`src/rtl/point_output_streamer.sv`:
```
// Captures a finished affine point, reduces both coordinates into [0, P-1] and
// streams them out x-then-y, least-significant word first, over a valid/ready bus.
module point_output_streamer #(
  parameter int             WORD_W = 64,
  parameter logic [254:0]   P      = {255{1'b1}} - 255'd18
) (
  input  logic              i_clk,
  input  logic              i_rst_n,
  input  logic              i_valid,
  input  logic [254:0]      i_x,
  input  logic [254:0]      i_y,
  output logic              o_busy,
  output logic              o_valid,
  input  logic              i_ready,
  output logic [WORD_W-1:0] o_data,
  output logic              o_last,
  output logic              o_overflow
);

  localparam int N_WORDS = 256 / WORD_W;
  localparam int IDX_W   = $clog2(2 * N_WORDS);
  localparam logic [IDX_W-1:0] LAST_IDX = IDX_W'(2 * N_WORDS - 1);

  typedef enum logic [1:0] {
    ST_IDLE   = 2'd0,
    ST_CANON  = 2'd1,
    ST_STREAM = 2'd2
  } state_t;

  state_t             state_r, next_state_s;
  logic [254:0]       x_r, y_r, x_nxt_s, y_nxt_s;
  logic [IDX_W-1:0]   idx_r, idx_nxt_s;
  logic               ovf_r, ovf_nxt_s;
  logic               hs_s, last_s;
  logic [511:0]       ext_s;
  logic [WORD_W-1:0]  words_s [2*N_WORDS];

  // A borrow out of the 256-bit subtraction means v < P; inputs are below 2P,
  // so a single conditional subtract lands in canonical range.
  function automatic logic [254:0] canon(input logic [254:0] v);
    logic [255:0] diff;
    diff = {1'b0, v} - {1'b0, P};
    return diff[255] ? v : diff[254:0];
  endfunction

  assign ext_s = {1'b0, y_r, 1'b0, x_r};

  for (genvar k = 0; k < 2 * N_WORDS; k++) begin : g_word
    assign words_s[k] = ext_s[k*WORD_W +: WORD_W];
  end

  // Outputs decode from registered state only; no input-to-output path.
  assign o_valid    = (state_r == ST_STREAM);
  assign last_s     = (idx_r == LAST_IDX);
  assign o_last     = o_valid & last_s;
  assign o_data     = o_valid ? words_s[idx_r] : {WORD_W{1'b0}};
  assign o_busy     = (state_r != ST_IDLE);
  assign o_overflow = ovf_r;
  assign hs_s       = o_valid & i_ready;

  // Next-state, capture, canonicalisation and overflow decisions.
  always_comb begin
    next_state_s = state_r;
    x_nxt_s      = x_r;
    y_nxt_s      = y_r;
    idx_nxt_s    = idx_r;
    ovf_nxt_s    = ovf_r;
    case (state_r)
      ST_IDLE: begin
        if (i_valid) begin
          x_nxt_s      = i_x;
          y_nxt_s      = i_y;
          next_state_s = ST_CANON;
        end else begin
          next_state_s = ST_IDLE;
        end
      end
      ST_CANON: begin
        x_nxt_s      = canon(x_r);
        y_nxt_s      = canon(y_r);
        idx_nxt_s    = {IDX_W{1'b0}};
        next_state_s = ST_STREAM;
        if (i_valid) begin
          ovf_nxt_s = 1'b1;
        end else begin
          ovf_nxt_s = ovf_r;
        end
      end
      ST_STREAM: begin
        if (hs_s && last_s) begin
          // A point offered on the final handshake is taken, not dropped.
          if (i_valid) begin
            x_nxt_s      = i_x;
            y_nxt_s      = i_y;
            next_state_s = ST_CANON;
          end else begin
            next_state_s = ST_IDLE;
          end
        end else begin
          if (i_valid) begin
            ovf_nxt_s = 1'b1;
          end else begin
            ovf_nxt_s = ovf_r;
          end
          if (hs_s) begin
            idx_nxt_s = idx_r + IDX_W'(1);
          end else begin
            idx_nxt_s = idx_r;
          end
        end
      end
      default: begin
        next_state_s = ST_IDLE;
      end
    endcase
  end

  // State and datapath registers with synchronous active-low reset.
  always_ff @(posedge i_clk) begin
    if (!i_rst_n) begin
      state_r <= ST_IDLE;
      x_r     <= '0;
      y_r     <= '0;
      idx_r   <= '0;
      ovf_r   <= 1'b0;
    end else begin
      state_r <= next_state_s;
      x_r     <= x_nxt_s;
      y_r     <= y_nxt_s;
      idx_r   <= idx_nxt_s;
      ovf_r   <= ovf_nxt_s;
    end
  end

endmodule

```
`config.mk`:
```
export PLATFORM = sky130hd
export DESIGN_NAME = point_output_streamer
export DESIGN_NICKNAME = d
export VERILOG_FILES = /design/src/rtl/point_output_streamer.sv
export SDC_FILE = /design/constraint.sdc
export NUM_CORES = 2
export LEC_CHECK = 0
export BUFFER_PORTS_ARGS = -buffer_cell sky130_fd_sc_hd__buf_2
export CAP_MARGIN = 20
export CORE_ASPECT_RATIO = 0.6
export CORE_MARGIN = 2
export CORE_UTILIZATION = 25
export CTS_BUF_LIST = sky130_fd_sc_hd__clkbuf_4
export DETAILED_ROUTE_END_ITERATION = 8
export PLACE_DENSITY = 0.45
export SKIP_LAST_GASP = 1
export SYNTH_ARGS = -nofsm -noshare
export SYNTH_HDL_FRONTEND = slang
export SYNTH_SLANG_ARGS = --single-unit
```
`constraint.sdc`:
```
create_clock -name i_clk -period 3.1 [get_ports i_clk]
set_clock_uncertainty 0.15 [all_clocks]
set_input_delay 0.62 -clock i_clk [delete_from_list [all_inputs] [get_ports i_clk]]
set_output_delay 0.62 -clock i_clk [all_outputs]
set_load 0.01 [all_outputs]
```
### Word level (Yosys, flattened, before mapping)

Index checks and enable logic that the tools add are counted.

* register bits: 516
* input port bits: 514
* logic and storage cells: 50

* add/sub/neg operators: 3
* $lt $le $gt $ge: 1
* equal/unequal tests: 8
* muxes and demuxes: 21
* bitwise gates (word level): 3
* reductions and logical operators: 9

Operators with widths (number)
* $mux W255: 6
* $pmux W255 S3: 2
* $sub A255 B255 Y256 const B: 2
* $bmux W64 S3: 1
* $mux W64: 3
* $reduce_and A3 Y1: 3
* $mux W3: 2
* $ne A2 B2 Y1 const B: 3
* $pmux W2 S3: 1
* $pmux W3 S2: 1
* $ge A4 B4 Y1 const B: 1
* $ne A2 B1 Y1 const B: 2
* $not A3 Y4: 1
* $reduce_bool A2 Y1: 2
* $add A3 B1 Y3 const B: 1
* $eq A3 B3 Y1 const B: 1
* $mux W1: 3
* $reduce_bool A3 Y1: 1
* $and A1 B1 Y1: 2
* $eq A2 B1 Y1 const B: 1
* $eq A2 B2 Y1 const B: 1
* $logic_not A2 Y1: 1
* $mux W2: 1
* $pmux W1 S2: 1
* other kinds (2): 2

### Logic depth before layout (Yosys ltp)

* depth in word-level cells: 5
* gate-level depth with buffers: 13
* mapped depth without buffers: 9

### Worst setup path before layout

OpenSTA, ideal clock, no wires.

* kind: register to register
* start point: reg y_r[145]
* end point: reg y_r[150]
* library setup time: 0.117 ns
* data arrival time: 3.055 ns
* data required time: 2.833 ns
* slack: -0.222 ns
* cell stages (with the launch flop): 11
* path buffers: 3
* cell sequence: dfxtp_1 > nand4_1 > or4_1 > clkbuf_1 > or4b_4 > or4_4 > o21ai_4 > a31oi_2 > buf_2 > buf_4 > a22o_1

* cells in the longest elaborated chain, start to end: 3
* elaborated cells between the ends (all ways): 5
* those cells by class: 1 x add/sub; 1 x eq/ne; 2 x mux; 1 x reduce/logical

RTL lines
* from (decl): line 31 `logic [254:0] x_r, y_r, x_nxt_s, y_nxt_s;`
* from (signal assigned): line 129 `y_r <= y_nxt_s;`
* $sub A255 B255 Y256 *: line 42 `diff = {1'b0, v} - {1'b0, P};`
* $mux W255 or $ne A2 B2 Y1 (tied branches)
* $pmux W255 S3 or $reduce_and A3 Y1 (tied branches)

Every way passes the cells marked *; elsewhere a longest branch is shown, timed or not. The select of a mux whose other input is x is not followed.
A chain may end at the register's enable or synchronous reset.

### Worst setup path in the final report

* start point: reg idx_r[0]
* end point: out o_data[31]

* cells in the longest elaborated chain, start to end: 5

RTL lines
* from (decl): line 32 `logic [IDX_W-1:0] idx_r, idx_nxt_s;`
* from (signal assigned): line 130 `idx_r <= idx_nxt_s;`
* $not A3 Y4 (implied by the code): line 56 `assign o_data = o_valid ? words_s[idx_r] : {WORD_W{1'b0}};`
* $bmux W64 S3: line 56
* $mux W64 (implied by the code) (2 in a row): line 56
* $mux W64: line 56
* to (decl): line 15 `output logic [WORD_W-1:0] o_data,`

Every way passes these cells. The select of a mux whose other input is x is not followed.

==> impl_results.md <==
- Final slew viol count: 0
- Root buf cell: clkbuf_4
- CTS max path bufs: 3
- Post-synth EDFFs: 0
- Power density over cell area: 440 nW/µm²
- Average wire per standard cell: 32.0 µm
- R2r worst-path depth: 13
- Setup crit start kind: flop
- Critical Path Sink: o_data[31]
- Crit Reg-Reg Endpoint: y_r[247]
- Pre-antenna DRT Iters: 7
- R2R setup slack: -0.51 ns
- Initial core utilization: 0.252
- IO Count: 582
- Nets@finish: 5441
- Slew headroom: 0.461
- Initial antenna violation count: 14
- Core area: 107000 µm²
- Mapped Area: 26900 µm²
- Synth Flop Type: dfxtp_1
- Dpl hpwl: 139000 µm
- GPL Wtd Cong: 1.00
- Leak pwr: 20.1 nW
- FFs w/ async S/R, synth: 0
- Worst hold path class: input port to flop
- Vias in the first global route: 35000
- Worst slew pin tran: 0.808 ns
- GRT Util Overall: 0.349
- Pin count of the biggest net entering global routing: 107
- Post-route ant nets: 0
- Final Critical Period: 3.86 ns
- Distinct cells, synth: 77
- First-pass GRT wire length: 271000 µm
- Achievable Freq: 259 MHz
- Worst EP required: 2.33 ns
- Die area: 110000 µm²
- DR vias: 37000
- Critical Path AT: 3.09 ns
- Total gr overflow: 0
- Placed inst area: 36400 µm²
- Worst skew pair latency: 1.18 ns
- Synthesized instance count: 2996
- Rows: 93
- Post-route design area: 51200 µm²
- Layout cells sized above 1: 0.477
- Area delta synth->final: 90.2%
- Syn Nets: 3518
- Final setup vio count: 558
- Max Cap Viol: 0
- Post-Route WL: 206000 µm
- RSZ-0062 raised after global routing: true
- CP Capture Type: primary output
- Hold_sp: i_x[108]
- Setup WS post-layout: -0.763 ns
- R2R Path Start: y_r[165]
- Mean post-synth cell area: 8.99 µm²
- Via/cell ratio: 5.74
- CP Class: flop to primary output
- Reg clk slew, reported paths: 0.07 ns
- CTS tree: built
- Maximum VDD drop: 193 µV
- Status: finished, violations left
- Clock sinks: 516
- 1st-iter DRT viols: 5156
- Hold Vio Cnt, Final: 0
- H-Tree Depth: 4
- Die Wd: 428 µm
- Worst Setup SP: idx_r[0]
- CP Max Fanout: 9
- Die Height: 258 µm
- Ys Warns: 0
- DR DRC count: 0
- #FFs+latches synth: 516
- Violated checks: negative setup slack
- Seq/Total Area, Yosys: 0.383
- Hold WS: 0.102 ns
- # port buffers: 581
- Final Cycle Share: 1.25
- CTS buffer count: 140
-- cells in the final DEF, fill, tap and decap left out, drive strengths merged, types with 9 or more instances in the layout --
| cell type | synthesis | routed |
|---|---|---|
| a211oi | 66 | 66 |
| a21oi | 308 | 308 |
| a22o | 169 | 169 |
| a22oi | 13 | 13 |
| a2bb2oi | 20 | 20 |
| a311oi | 16 | 16 |
| a31oi | 18 | 18 |
| a41oi | 9 | 9 |
| and2 | 17 | 17 |
| and3 | 21 | 21 |
| and4 | 22 | 22 |
| buf | 55 | 1461 |
| clkbuf | 208 | 219 |
| clkinv | 0 | 19 |
| dfxtp | 516 | 516 |
| diode | 0 | 18 |
| dlygate4sd3 | 0 | 555 |
| inv | 38 | 46 |
| mux2i | 70 | 70 |
| mux4 | 127 | 127 |
| nand2 | 275 | 275 |
| nand3 | 123 | 123 |
| nand4 | 122 | 122 |
| nor2 | 123 | 123 |
| nor2b | 70 | 70 |
| nor3 | 59 | 59 |
| nor3b | 12 | 12 |
| nor4 | 60 | 60 |
| o2111ai | 18 | 18 |
| o211ai | 22 | 22 |
| o21ai | 194 | 194 |
| o221a | 22 | 22 |
| o22ai | 15 | 15 |
| o2bb2ai | 21 | 21 |
| o31ai | 11 | 11 |
| or3 | 23 | 23 |
| or4 | 19 | 19 |
-- area by class of cell --
class	count	area, µm²
antenna	18	45.0
clock buffer	196	1470
clock inverter	33	239
fill	10200	55800
inverter	38	155
multi-input combinational	2180	18800
sequential	516	10400
tap	1425	1780
timing repair buffer	2043	18400
-- cell families (layout without fill, tap and decap cells) --
logic type,after synthesis,in the layout,synth area share
compound gates,991,992,0.247
fa+ha+maj,8,8,0.00372
buf+inv,301,2310,0.0434
flops,516,516,0.383
mux,197,197,0.132
other cells,0,18,0
simple gates,983,983,0.190
-- worst max-delay path, cell delays in order (launching register included) --
cell	delay, ns
dfxtp_4	0.38
buf_16	0.18
buf_16	0.17
buf_12	0.13
mux4_2	0.61
mux2i_1	0.26
nor2b_1	0.08
buf_2	0.15
-- routing by layer --
layer | global-route usage | up-vias | wire [µm]
li1 | - | 15700 | -
met1 | 0.511 | 18400 | 89900
met2 | 0.455 | 2580 | 78400
met3 | 0.120 | 376 | 28200
met4 | 0.146 | 4 | 9550
met5 | 0 | - | 26
-- where the power goes --
group,internal [W],switching (W),leakage [nW]
clock,0.00322,0.00334,1.03
combinational,0.00384,0.00401,14.8
sequential,0.00736,0.000799,4.27
total,0.0144,0.00815,20.1
-- stage by stage --
| step | power (W) | utilization | setup slack (ns) | cells | setup TNS, ns |
|---|---|---|---|---|---|
| detailed placement | 0.0131 | 0.340 | -0.515 | 5405 | -63.92 |
| global placement | 0.0130 | 0.340 | -0.471 | 5405 | -67.98 |
| floorplan | 0.0100 | - | -0.0653 | 2996 | -4.55 |
| finish | 0.0226 | 0.479 | -0.763 | 6449 | -189.00 |
| global route | 0.0232 | 0.478 | -0.848 | 6442 | -243.95 |
| CTS | 0.0211 | 0.444 | -0.860 | 6343 | -162.05 |
-- flip-flops by register name, indices dropped and copies added (netlist names) --
register and flops:
x_r 255, y_r 255, idx_r 3, state_r 2, o_overflow 1
-- worst min-delay path by stage --
| stage | depth (start not counted) | end |
|---|---|---|
| floorplan | 1 | y_r[166] |
| global placement | 2 | x_r[145] |
| detailed placement | 2 | x_r[145] |
| CTS | 3 | x_r[106] |
| global route | 3 | y_r[110] |
| finish | 3 | x_r[108] |
-- what timing repair did --
item | in CTS | in global routing
cloned | 54 | 29
resized for setup | 357 | 786
setup buffers | 108 | 109
hold buffers | 555 | 0
pin swaps | 145 | 305
endpoints found under the hold margin | 516 | 0
endpoints found under the setup margin | 543 | 574
-- Yosys cell counts, drive strengths merged, types with 5 or more instances --
| cell | count | area share |
|---|---|---|
| nor4b | 8 | 0.0026 |
| nand3b | 7 | 0.0020 |
| nand3 | 123 | 0.023 |
| a41oi | 9 | 0.0029 |
| o221a | 22 | 0.0092 |
| a22o | 169 | 0.055 |
| or3 | 23 | 0.0053 |
| buf | 55 | 0.0091 |
| a2bb2oi | 20 | 0.0065 |
| nor3b | 12 | 0.0033 |
| nand4 | 122 | 0.028 |
| o32ai | 6 | 0.0020 |
| a21o | 5 | 0.0014 |
| mux4 | 127 | 0.11 |
| nand2 | 275 | 0.038 |
| a211oi | 66 | 0.018 |
| a21oi | 308 | 0.057 |
| o22ai | 15 | 0.0035 |
| a22oi | 13 | 0.0036 |
| o2111ai | 18 | 0.0059 |
| o211ai | 22 | 0.0061 |
| and3 | 21 | 0.0049 |
| mux2i | 70 | 0.026 |
| a311oi | 16 | 0.0052 |
| o311ai | 6 | 0.0020 |
| o31ai | 11 | 0.0031 |
| nor3 | 59 | 0.011 |
| a32oi | 5 | 0.0016 |
| nand4b | 7 | 0.0023 |
| clkbuf | 208 | 0.029 |
| nor4 | 60 | 0.014 |
| nor2b | 70 | 0.016 |
| ha | 8 | 0.0037 |
| o21ai | 194 | 0.036 |
| or4 | 19 | 0.0054 |
| and4 | 22 | 0.0072 |
| o221ai | 6 | 0.0020 |
| nor2 | 123 | 0.017 |
| and2 | 17 | 0.0039 |
| a32o | 5 | 0.0019 |
| dfxtp | 516 | 0.38 |
| inv | 38 | 0.0053 |
| a221oi | 7 | 0.0023 |
| o2bb2ai | 21 | 0.0068 |
| a31oi | 18 | 0.0044 |
(Power assumes the default switching activity.)
